File: config.mk
export PLATFORM = sky130hd
export DESIGN_NAME = peak_finder
export DESIGN_NICKNAME = d
export VERILOG_FILES = /design/src/rtl/package_settings.sv /design/src/rtl/peak_finder.sv
export SDC_FILE = /design/constraint.sdc
export NUM_CORES = 1
export LEC_CHECK = 0
export ABC_AREA = 1
export BUFFER_PORTS_ARGS = -buffer_cell sky130_fd_sc_hd__buf_2
export CORE_MARGIN = 3
export CORE_UTILIZATION = 35
export CTS_CLUSTER_DIAMETER = 50
export DETAILED_ROUTE_END_ITERATION = 8
export GPL_TIMING_DRIVEN = 0
export PLACE_DENSITY = 0.62
export SLEW_MARGIN = 20
export SYNTH_ARGS = -nofsm -noshare
export SYNTH_HDL_FRONTEND = slang
export SYNTH_SLANG_ARGS = --single-unit
File: constraint.sdc
create_clock -name clk -period 3.1 [get_ports clk]
set_clock_uncertainty 0.1 [all_clocks]
set_input_delay 0.62 -clock clk [delete_from_list [all_inputs] [get_ports clk]]
set_output_delay 0.62 -clock clk [all_outputs]
set_load 0.005 [all_outputs]
File: src/rtl/package_settings.sv
// rtl/package_settings.sv - shared widths and types for the filter test design
package package_settings;

  localparam int SIZE_FILTER_DATA = 16;
  localparam int SIZE_TIME        = 16;
  localparam int SIZE_WIDTH       = 8;

  typedef enum logic [2:0] {IDLE, TRACK, DEAD, WAIT_LOW} peak_state_t;

  typedef logic signed [SIZE_FILTER_DATA-1:0] filter_sample_t;

endpackage

File: src/rtl/peak_finder.sv
// rtl/peak_finder.sv - pulse detector extracting peak amplitude, peak timestamp and width
// One result strobe per pulse; hysteresis, dead time and width saturation guard re-triggering.
module peak_finder
  import package_settings::*;
#(
  parameter int THRESHOLD  = 100,
  parameter int HYSTERESIS = 16,
  parameter int DEAD_TIME  = 4,
  parameter int SIZE_TIME  = package_settings::SIZE_TIME,
  parameter int SIZE_WIDTH = package_settings::SIZE_WIDTH
) (
  input  logic                               clk,
  input  logic                               reset,
  input  logic signed [SIZE_FILTER_DATA-1:0] input_data,
  output logic signed [SIZE_FILTER_DATA-1:0] peak_amp,
  output logic        [SIZE_TIME-1:0]        peak_time,
  output logic        [SIZE_WIDTH-1:0]       pulse_width,
  output logic                               width_sat,
  output logic                               peak_valid,
  output logic                               busy
);

  if (HYSTERESIS < 0 || HYSTERESIS >= THRESHOLD) begin : g_bad_hysteresis
    $error("peak_finder: HYSTERESIS must satisfy 0 <= HYSTERESIS < THRESHOLD");
  end

  localparam filter_sample_t C_THR = filter_sample_t'(THRESHOLD);
  localparam filter_sample_t C_LOW = filter_sample_t'(THRESHOLD - HYSTERESIS);
  localparam int             DW    = (DEAD_TIME > 1) ? $clog2(DEAD_TIME) : 1;
  localparam logic [DW-1:0]  C_DEAD_LOAD = (DEAD_TIME > 0) ? DW'(DEAD_TIME - 1) : '0;

  logic [SIZE_TIME-1:0]  r_ts;
  logic [SIZE_TIME-1:0]  r_ts_x;
  filter_sample_t        r_x;
  peak_state_t           r_state;
  filter_sample_t        r_max;
  logic [SIZE_TIME-1:0]  r_tmax;
  logic [SIZE_WIDTH-1:0] r_width;
  logic [DW-1:0]         r_dead_cnt;
  filter_sample_t        r_peak_amp;
  logic [SIZE_TIME-1:0]  r_peak_time;
  logic [SIZE_WIDTH-1:0] r_pulse_width;
  logic                  r_width_sat;
  logic                  r_peak_valid;
  logic                  w_above;
  logic                  w_below;

  assign w_above = (r_x > C_THR);
  assign w_below = (r_x < C_LOW);

  // Sample and its timestamp travel together so tmax refers to the sample actually judged.
  always_ff @(posedge clk or negedge reset) begin
    if (!reset) begin
      r_ts   <= '0;
      r_ts_x <= '0;
      r_x    <= '0;
    end else begin
      r_ts   <= r_ts + SIZE_TIME'(1);
      r_ts_x <= r_ts;
      r_x    <= input_data;
    end
  end

  always_ff @(posedge clk or negedge reset) begin
    if (!reset) begin
      r_state       <= IDLE;
      r_max         <= '0;
      r_tmax        <= '0;
      r_width       <= '0;
      r_dead_cnt    <= '0;
      r_peak_amp    <= '0;
      r_peak_time   <= '0;
      r_pulse_width <= '0;
      r_width_sat   <= 1'b0;
      r_peak_valid  <= 1'b0;
    end else begin
      r_peak_valid <= 1'b0;
      case (r_state)
        IDLE: begin
          if (w_above) begin
            r_state <= TRACK;
            r_max   <= r_x;
            r_tmax  <= r_ts_x;
            r_width <= SIZE_WIDTH'(1);
          end
        end
        TRACK: begin
          if (w_below) begin
            r_peak_amp    <= r_max;
            r_peak_time   <= r_tmax;
            r_pulse_width <= r_width;
            r_width_sat   <= 1'b0;
            r_peak_valid  <= 1'b1;
            r_dead_cnt    <= C_DEAD_LOAD;
            r_state       <= (DEAD_TIME == 0) ? WAIT_LOW : DEAD;
          end else if (r_width == '1) begin
            // Forced end: skip dead time and wait for the long pulse to actually drop.
            r_peak_amp    <= r_max;
            r_peak_time   <= r_tmax;
            r_pulse_width <= '1;
            r_width_sat   <= 1'b1;
            r_peak_valid  <= 1'b1;
            r_state       <= WAIT_LOW;
          end else begin
            if (r_x > r_max) begin
              r_max  <= r_x;
              r_tmax <= r_ts_x;
            end
            r_width <= r_width + SIZE_WIDTH'(1);
          end
        end
        DEAD: begin
          if (r_dead_cnt == '0) begin
            r_state <= WAIT_LOW;
          end else begin
            r_dead_cnt <= r_dead_cnt - DW'(1);
          end
        end
        WAIT_LOW: begin
          if (w_below) begin
            r_state <= IDLE;
          end
        end
        default: r_state <= IDLE;
      endcase
    end
  end

  assign peak_amp    = r_peak_amp;
  assign peak_time   = r_peak_time;
  assign pulse_width = r_pulse_width;
  assign width_sat   = r_width_sat;
  assign peak_valid  = r_peak_valid;
  assign busy        = (r_state != IDLE);

endmodule

==> results.sh, run 1 <==
export IMPL_syn_nets=628
export IMPL_core_area_sq_um=15500
export IMPL_grt_overflow_total=0
export IMPL_die_w_microns=133
export IMPL_cts_tree="done"
export IMPL_r2r_end="r_max[13]"
export IMPL_drtPass1Iterations=4
export IMPL_antenna_found_initial=0
export IMPL_fp_row_count=45
export IMPL_synth_top_cell_area_share=0.593
export IMPL_h_tree_depth=4
export IMPL_path_clk_slew_ns=0.06
export IMPL_cp_arrival_ns=2.50
export IMPL_async_flop_share=1.00
export IMPL_cp_max_fo=10
export IMPL_multi_input_area_sq_um=2000
export IMPL_drtIter0Drc=222
export IMPL_yosys_register_bits=134
export IMPL_vias=4107
export IMPL_clock_path_buffers=2
export IMPL_power_density_nw_per_um2=894
export IMPL_dpl_cell_area_sq_um=6260
export IMPL_synth_area_top_cells="dfrtp_1, nand2_1, ha_1, nand3_1, inv_1"
export IMPL_io_pins=61
export IMPL_crit_path_end_kind="register"
export IMPL_synth_edf_count=0
export IMPL_synth_ff_type="dfrtp_1"
export IMPL_maxClockFrequency_ghz=0.446
export IMPL_hold_path_class="in -> reg"
export IMPL_syn_to_final_growth_pct=21.1
export IMPL_setup_ws_ns=0.856
export IMPL_holdPathEnd="r_x[9]"
export IMPL_holdPathStages=1
export IMPL_clock_root_buffer="clkbuf_16"
export IMPL_ys_seq_area_frac=0.593
export IMPL_min_period_ns=2.24
export IMPL_syn_inst=586
export IMPL_hpwlAfterDp_mm=8.29
export IMPL_yosysWarnings=0
export IMPL_initial_core_util=0.365
export IMPL_rsz0062_at_grt="no"
export IMPL_fillers=1484
export IMPL_leakagePower_nw=3.65
export IMPL_fin_setup_tns_ns=0
export IMPL_min_from="input_data[9]"
export IMPL_antenna_left=0
export IMPL_r2r_cells=12
export IMPL_final_util=0.443
export IMPL_startpoint_type="register"
export IMPL_status="completed"
export IMPL_tightest_slew_ns=0.527
export IMPL_drt_wl_total_mm=11.9
export IMPL_grt_pass1_vias=4237
export IMPL_insertion_delay_ns=0.42
export IMPL_slew_headroom=0.649
export IMPL_place_congestion=0.791
export IMPL_finalHoldViolCount=0
export IMPL_n_antenna_cell=0
export IMPL_avgSynthCellArea_sq_um=9.65
export IMPL_via_per_inst=4.62
export IMPL_track_usage=0.144
export IMPL_cts_sinks=134
export IMPL_finalCritPeriodShare=0.724
export IMPL_yosysUniqueCellTypes=31
export IMPL_regArea_sq_um=3350
export IMPL_finalSetupViolations=0
export IMPL_synth_largest_area_cell="dfrtp_1"
export IMPL_irDropWorstVdd_mv=0.422
export IMPL_die_y_microns=133
export IMPL_postCtsSetupBuffers=0
export IMPL_wl_per_cell_microns=13.4
export IMPL_drive_gt1_frac=0.201
export IMPL_grt_start_max_net_pins=101
export IMPL_crit_required_ns=3.36
export IMPL_nets=709
export IMPL_drcViolationCount=0
export IMPL_place_port_buffers=60
export IMPL_rr_startpoint="r_x[15]"
export IMPL_fp_dieArea_sq_um=17700
export IMPL_synth_area_sq_um=5660
export IMPL_design_area_sq_um=6850
export IMPL_crit_type="reg -> reg"
export IMPL_cts_made_buffers=17
export IMPL_grt_first_pass_wirelength_mm=20.3
export IMPL_r2r_setup_slack_ns=0.86
export IMPL_maxCapViolCount=0
export IMPL_slew_violations=0
export IMPL_place_ws_ns=0.866
-- metrics by stage --
| stage | hold slack, ns | std cells | total power [mW] |
|---|---|---|---|
| 3_3_place_gp | 0.266 | 857 | 4.09 |
| 2_1_floorplan | 0.224 | 586 | 3.54 |
| 6_report | 0.202 | 889 | 6.13 |
| 3_5_place_dp | 0.264 | 858 | 4.18 |
| 5_1_grt | 0.184 | 889 | 6.59 |
| 4_1_cts | 0.186 | 889 | 6.20 |
-- what timing repair did --
item / 4_1_cts / 5_1_grt
hold buffers: 1 / 0
hold endpoints to repair: 34 / 0
gates resized for setup: 0 / 0
-- synth_stat cells, drive strengths merged, types with 6 or more instances --
| master | n |
|---|---|
| nand2 | 198 |
| dfrtp | 134 |
| nand3 | 50 |
| inv | 48 |
| o21ai | 35 |
| nor2 | 31 |
| ha | 24 |
| buf | 15 |
| xor2 | 11 |
| a21oi | 9 |
| or2 | 6 |
-- cells in the final DEF (no fill, tap or decap), drive strengths merged, types with 2 or more instances in the layout --
cell type  synthesis  final
clkinvlp           0      3
bufinv             0      3
inv               48     49
nand3             50     50
buf               15     76
clkbuf             5     22
or2                6      6
a21oi              9      9
nor4               2      2
xor2              11     11
o21ai             35     35
dfrtp            134    134
xnor2              5      5
a31oi              2      2
clkinv             0      6
nand4              3      3
nor3               4      4
nand2            198    198
nor2              31     31
ha                24     24
-- worst max-delay path: stages, from the launching register on --
cell	delay, ns
dfrtp_1	0.42
ha_1	0.35
nand2_1	0.09
o21bai_1	0.10
nand2_1	0.07
a21oi_1	0.16
nand2_1	0.07
nand2_1	0.05
nand3_1	0.06
nand2_1	0.22
buf_2	0.29
nand3_1	0.12
nand2_1	0.08
-- how the worst max path moves through the flow --
| stage | from | endpoint | slack [ns] |
|---|---|---|---|
| 3_5_place_dp | r_x[15] | r_max[13] | 0.87 |
| 3_3_place_gp | reset | r_x[8] | -0.43 |
| 6_report | r_x[15] | r_max[13] | 0.86 |
| 4_1_cts | r_x[15] | r_max[13] | 0.84 |
| 5_1_grt | r_x[3] | r_max[13] | 0.59 |
| 2_1_floorplan | r_x[15] | r_max[0] | 1.18 |
-- cell families (layout without fill, tap and decap cells) --
group                    Yosys count  after routing  synth area share
AO/OA/AOI/OAI                     48             48            0.0484
XOR/XNOR                          16             16            0.0248
adder cells (fa/ha/maj)           24             24            0.0531
buffers and inverters             68            160            0.0540
flip-flops                       134            134             0.593
AND/OR/NAND/NOR                  296            296             0.227
-- flip-flops by register name, summed over array words and instances (netlist names) --
register     flops
peak_time       16
width_sat        1
r_x             16
r_ts_x          16
r_ts            16
r_dead_cnt       2
r_tmax          16
peak_amp        16
pulse_width      8
r_max           16
r_state          2
peak_valid       1
r_width          8
-- report_power, final --
group | switching (mW) | internal (mW)
Combinational | 1.12 | 0.671
Clock | 0.754 | 1.25
Sequential | 0.217 | 2.11
Total | 2.09 | 4.03
-- layout make-up --
type,instances,share of cell area
plain buffers,20,0.0183
clock buffers,17,0.0621
clock inverters,13,0.0232
inverters,48,0.0263
multi-input cells,384,0.292
flip-flops and latches,134,0.489
well taps,211,0.0385
repair buffers,62,0.0508
-- routing by layer --
metal | up-vias | wire (microns) | track usage
li1 | 2017 | - | -
met2 | 97 | 5630 | 0.228
met1 | 1971 | 5420 | 0.182
met5 | - | 0 | 0
met3 | 22 | 605 | 0.0461
met4 | 0 | 244 | 0.0623
No activity file was read; power rests on OpenSTA's default activity.
==> run 2: changes to the inputs <==
--- a/config.mk
+++ b/config.mk
@@ -5,14 +5,14 @@
 export SDC_FILE = /design/constraint.sdc
 export NUM_CORES = 1
 export LEC_CHECK = 0
-export ABC_AREA = 1
+export ABC_AREA = 0
 export BUFFER_PORTS_ARGS = -buffer_cell sky130_fd_sc_hd__buf_2
 export CORE_MARGIN = 3
 export CORE_UTILIZATION = 35
 export CTS_CLUSTER_DIAMETER = 50
 export DETAILED_ROUTE_END_ITERATION = 8
 export GPL_TIMING_DRIVEN = 0
-export PLACE_DENSITY = 0.62
+export PLACE_DENSITY = 0.64
 export SLEW_MARGIN = 20
 export SYNTH_ARGS = -nofsm -noshare
 export SYNTH_HDL_FRONTEND = slang
==> constraint.sdc (replaced) <==
create_clock -name clk -period 2.05 [get_ports clk]
set_clock_uncertainty 0.1 [all_clocks]
set_input_delay 0.41 -clock clk [delete_from_list [all_inputs] [get_ports clk]]
set_output_delay 0.41 -clock clk [all_outputs]
set_load 0.005 [all_outputs]
==> run 2 against run 1 <==
The flow now finishes with violations (negative setup slack). Largest power group is now combinational cells. Critical endpoint is now r_tmax[6]. Final area is 15% higher. Maximum frequency is 11% lower. Hold slack worse by 0.18 ns. Critical path type unchanged. Largest cell class unchanged.
==> results.sh, run 2 <==
export IMPL_status="finished with violations"
export IMPL_violations="negative setup slack"
export IMPL_ys_seq_area_frac=0.595
export IMPL_syn_inst=449
export IMPL_grt_pass1_vias=4042
export IMPL_synthMuxAreaShare=0.0853
export IMPL_crit_required_ns=2.25
export IMPL_cp_arrival_ns=2.73
export IMPL_crit_type="reg -> reg"
export IMPL_finalSetupViolations=83
export IMPL_cts_tree="done"
export IMPL_grt_first_pass_wirelength_mm=21.2
export IMPL_antenna_found_initial=0
export IMPL_synth_xor_area_share=0.0280
export IMPL_synth_area_top_cells="dfrtp_1, mux2_4, ha_1, nand2_1, xnor2_1"
export IMPL_rsz0062_at_grt="yes"
export IMPL_synth_top_cell_area_share=0.595
export IMPL_hpwlAfterDp_mm=8.09
export IMPL_synth_largest_area_cell="dfrtp_1"
export IMPL_drive_gt1_frac=0.439
export IMPL_synth_area_sq_um=5630
export IMPL_maxCapViolCount=0
export IMPL_drcViolationCount=0
export IMPL_grt_overflow_total=0
export IMPL_holdPathStages=1
export IMPL_place_port_buffers=60
export IMPL_layout_common_cells="dfrtp_1, buf_2, nand2_1, mux2_4, nand2_2"
export IMPL_hold_ws_ns=0.0233
export IMPL_min_period_ns=2.53
export IMPL_clock_root_buffer="clkbuf_16"
export IMPL_r2r_end="r_tmax[6]"
export IMPL_antenna_left=0
export IMPL_drtPass1Iterations=4
export IMPL_layout_commonest_cell="dfrtp_1"
export IMPL_r2r_setup_slack_ns=-0.48
export IMPL_wl_per_cell_microns=16.6
export IMPL_multi_input_area_sq_um=2490
export IMPL_drt_wl_total_mm=13.2
export IMPL_die_y_microns=133
export IMPL_core_area_sq_um=15500
export IMPL_finalCritPeriodShare=1.23
export IMPL_regArea_sq_um=3360
export IMPL_leakagePower_nw=3.82
export IMPL_synth_compound_area_frac=0.0897
export IMPL_irDropWorstVdd_mv=0.680
export IMPL_fp_dieArea_sq_um=17700
export IMPL_cp_max_fo=6
export IMPL_fillers=1316
export IMPL_syn_to_final_growth_pct=39.6
export IMPL_cts_sinks=134
export IMPL_slew_headroom=0.590
export IMPL_startpoint_type="register"
export IMPL_holdPathEnd="r_x[0]"
export IMPL_die_w_microns=133
export IMPL_crit_path_end_kind="register"
export IMPL_vias=3790
export IMPL_syn_nets=491
export IMPL_fin_setup_tns_ns=-29.50
export IMPL_insertion_delay_ns=0.42
export IMPL_initial_core_util=0.364
export IMPL_tightest_slew_ns=0.605
export IMPL_h_tree_depth=4
export IMPL_synthAdderAreaFrac=0.0533
export IMPL_place_congestion=0.764
export IMPL_drtIter0Drc=237
export IMPL_grt_start_max_net_pins=98
export IMPL_hold_path_class="in -> reg"
export IMPL_yosys_area_share_simple=0.107
export IMPL_synthTopCellsByCount="dfrtp_1, nand2_1, mux2_4"
export IMPL_async_flop_share=1.00
export IMPL_track_usage=0.153
export IMPL_fp_row_count=45
export IMPL_min_from="input_data[0]"
export IMPL_cts_made_buffers=17
export IMPL_final_util=0.508
export IMPL_synth_most_common_cell="dfrtp_1"
export IMPL_synth_top_family_by_area="simple AND/OR/NAND/NOR gates"
export IMPL_synth_edf_count=0
export IMPL_maxClockFrequency_ghz=0.396
export IMPL_yosysWarnings=0
export IMPL_yosysUniqueCellTypes=53
export IMPL_slew_violations=0
export IMPL_power_density_nw_per_um2=1400
export IMPL_yosys_register_bits=134
export IMPL_n_antenna_cell=0
export IMPL_clock_path_buffers=2
export IMPL_path_clk_slew_ns=0.06
export IMPL_setup_ws_ns=-0.478
export IMPL_nets=612
export IMPL_rr_startpoint="r_x[11]"
export IMPL_io_pins=61
export IMPL_via_per_inst=4.77
export IMPL_finalHoldViolCount=0
export IMPL_r2r_cells=8
export IMPL_avgSynthCellArea_sq_um=12.5
export IMPL_synth_ff_type="dfrtp_1"
-- run 2: cell types whose count changed after synthesis, sizes merged, moves of 17 or more --
cell	delta
nand2	-119
nand3	-39
mux2	+33
inv	-21
nor2	-20
o21ai	-17
-- run 2: worst max path at each step --
stage / startpoint / end / slack (ns) / cells after the start
floorplan: r_x[15] / r_max[0] / -0.30 / 8
global placement: reset / r_x[4] / -1.24 / 1
detailed placement: r_x[8] / r_tmax[10] / -0.56 / 7
CTS: r_x[11] / r_tmax[10] / -0.47 / 8
global route: r_max[10] / r_max[3] / -0.57 / 9
finish: r_x[11] / r_tmax[6] / -0.48 / 8
-- run 2: critical path, stage by stage, from the launching register on --
cell and delay, ns:
dfrtp_1 0.43, ha_4 0.30, and4_4 0.25, nand2_4 0.05, a211o_1 0.24, a221o_1 0.36
nand4_4 0.17, clkbuf_16 0.20, mux2_4 0.29
-- run 2: routing by layer --
layer / vias up / part of all wire / global-route usage
met5: - / 0 / 0
met4: 0 / 0.013 / 0.0589
met3: 15 / 0.033 / 0.0380
met2: 67 / 0.51 / 0.252
met1: 1923 / 0.45 / 0.196
li1: 1785 / - / -
-- run 2: power by group --
group	internal [mW]	switching (mW)	leakage, nW
Clock	1.98	1.17	0.294
Sequential	3.22	0.417	1.69
Combinational	2.28	1.94	1.83
-- run 2: cells by family after synthesis --
group	count (synthesis)
AND/OR/NAND/NOR	131
XOR/XNOR	18
flip-flops	134
buffers and inverters	42
multiplexers	33
adder cells (fa/ha/maj)	24
AO/OA/AOI/OAI	67
-- run 2: final cells by class --
cell class                 count  share of cell area
buffer                        13              0.0277
clock buffer                  21              0.0585
clock inverter                11              0.0186
inverter                      28              0.0143
multi-input combinational    273               0.316
sequential                   134               0.427
tap                          211              0.0336
timing repair buffer         103               0.105
-- run 2: what timing repair did --
action / CTS / global route
endpoints found under the setup margin: 85 / 87
pin swaps: 57 / 17
endpoints found under the hold margin: 49 / 0
gates cloned: 5 / 1
setup buffers: 18 / 9
resized for setup: 91 / 58
hold buffers: 13 / 0
-- run 2: metrics by stage --
stage / cell area (sq um) / total power [mW] / worst slack [ns] / cells
after floorplan: 5700 / 5.80 / -0.300 / 449
after global placement: 6270 / 6.59 / -1.24 / 720
after detailed placement: 6300 / 6.72 / -0.561 / 721
after CTS: 7610 / 10.6 / -0.472 / 789
after global routing: 7870 / 11.6 / -0.572 / 794
final: 7870 / 11.0 / -0.478 / 794
==> run 3: changes to the inputs <==
==> constraint.sdc (replaced) <==
create_clock -name clk -period 2.05 [get_ports clk]
set_clock_uncertainty 0.1 [all_clocks]
set_input_delay 0.205 -clock clk [delete_from_list [all_inputs] [get_ports clk]]
set_output_delay 0.205 -clock clk [all_outputs]
set_load 0.005 [all_outputs]
==> run 3 against run 2 <==
Clock power is essentially flat. Maximum frequency is essentially flat. Hold slack gained 0.13 ns. The run still ends with negative setup slack left. Clock-buffer cell count is the same.
==> results.sh, run 3 (same netlist as run 2, synthesis figures left out) <==
export IMPL_vias=3840
export IMPL_io_pins=61
export IMPL_maxClockFrequency_ghz=0.396
export IMPL_track_usage=0.153
export IMPL_fin_setup_tns_ns=-29.59
export IMPL_layout_common_cells="dfrtp_1, buf_2, nand2_1, mux2_4, nand2_2"
export IMPL_initial_core_util=0.364
export IMPL_antenna_left=0
export IMPL_via_per_inst=4.82
export IMPL_grt_start_max_net_pins=98
export IMPL_antenna_found_initial=0
export IMPL_slew_headroom=0.587
export IMPL_tightest_slew_ns=0.610
export IMPL_cp_arrival_ns=2.73
export IMPL_grt_overflow_total=0
export IMPL_h_tree_depth=4
export IMPL_crit_type="reg -> reg"
export IMPL_crit_required_ns=2.25
export IMPL_die_y_microns=133
export IMPL_grt_pass1_vias=4042
export IMPL_power_density_nw_per_um2=1390
export IMPL_place_port_buffers=60
export IMPL_syn_to_final_growth_pct=40.1
export IMPL_clock_root_buffer="clkbuf_16"
export IMPL_hold_path_class="in -> async"
export IMPL_irDropWorstVdd_mv=0.681
export IMPL_drt_wl_total_mm=13.0
export IMPL_finalSetupViolations=84
export IMPL_slew_violations=0
export IMPL_startpoint_type="register"
export IMPL_regArea_sq_um=3360
export IMPL_place_congestion=0.764
export IMPL_n_antenna_cell=0
export IMPL_nets=615
export IMPL_dpl_cell_area_sq_um=6300
export IMPL_layout_commonest_cell="dfrtp_1"
export IMPL_finalHoldViolCount=0
export IMPL_fp_dieArea_sq_um=17700
export IMPL_violations="negative setup slack"
export IMPL_drive_gt1_frac=0.435
export IMPL_drcViolationCount=0
export IMPL_design_area_sq_um=7890
export IMPL_fillers=1311
export IMPL_startpoint="r_x[11]"
export IMPL_cp_max_fo=10
export IMPL_cts_tree="done"
export IMPL_fp_row_count=45
export IMPL_crit_path_end_kind="register"
export IMPL_wl_per_cell_microns=16.4
export IMPL_status="finished with violations"
export IMPL_drtPass1Iterations=4
export IMPL_die_w_microns=133
export IMPL_setup_ws_ns=-0.478
export IMPL_rr_startpoint="r_x[11]"
export IMPL_leakagePower_nw=3.83
export IMPL_core_area_sq_um=15500
export IMPL_insertion_delay_ns=0.42
export IMPL_min_period_ns=2.53
export IMPL_finalCritPeriodShare=1.23
export IMPL_clock_path_buffers=2
export IMPL_maxCapViolCount=0
export IMPL_drtIter0Drc=251
export IMPL_cts_made_buffers=17
export IMPL_hpwlAfterDp_mm=8.09
export IMPL_cts_sinks=134
export IMPL_grt_first_pass_wirelength_mm=21.2
export IMPL_path_clk_slew_ns=0.06
export IMPL_multi_input_area_sq_um=2480
export IMPL_rsz0062_at_grt="yes"
-- run 3: worst max-delay path, stage by stage, from the launching register on --
cell     delay [ns]
dfrtp_1        0.43
ha_4           0.30
and4_4         0.25
nand2_4        0.05
a211o_1        0.24
a221o_1        0.36
nand4_4        0.17
buf_12         0.19
mux2_4         0.31
-- run 3: final timing paths --
check	slack, ns	cells past startpoint	endpoint
worst max-delay path	-0.48	8	r_tmax[10]
max in group asynchronous	0.93	3	r_x[15]
min in group clk	0.30	0	r_ts_x[15]
worst max register to register	-0.48	8	r_tmax[10]
worst min-delay path	0.15	2	peak_time[13]
worst min register to register	0.30	0	r_ts_x[15]
-- run 3: area by class of cell --
cell class                      count  share of cell area
Timing Repair Buffer              106               0.108
Clock buffer                       21              0.0583
Tap cell                          211              0.0335
Inverter                           28              0.0143
Buffer                             13              0.0271
Sequential cell                   134               0.425
Clock inverter                     11              0.0186
Multi-Input combinational cell    273               0.315
-- run 3: what timing repair did --
action	4_1_cts	5_1_grt
resized for setup	91	55
buffers inserted	18	8
hold buffers	17	0
pin swaps	57	16
endpoints found under the hold margin	150	0
endpoints found under the setup margin	84	86
gates cloned	5	1
-- run 3: power breakdown --
part / switching, mW / total [mW] / internal (mW)
Sequential: 0.419 / 3.64 / 3.22
Combinational: 1.91 / 4.17 / 2.26
Clock: 1.16 / 3.14 / 1.98
Total: 3.49 / 11.0 / 7.47
-- run 3: routing by layer --
metal  global-route usage  vias up  wire length [microns]
li1                     -     1796                      -
met1                0.196     1959                   5840
met2                0.251       67                   6590
met3               0.0380       18                    428
met4               0.0589        0                    181
met5                    0        -                      0
-- run 3: per-stage QoR --
step	power [mW]	worst slack [ns]	std cells	hold WS [ns]	utilization
after floorplan	5.80	-0.300	449	-0.191	-
after global routing	11.5	-0.561	797	0.176	0.510
final	11.0	-0.478	797	0.150	0.510
after detailed placement	6.72	-0.561	721	-0.00182	0.407
after CTS	10.6	-0.472	793	0.144	0.494
after global placement	6.59	-1.04	720	0.214	0.405
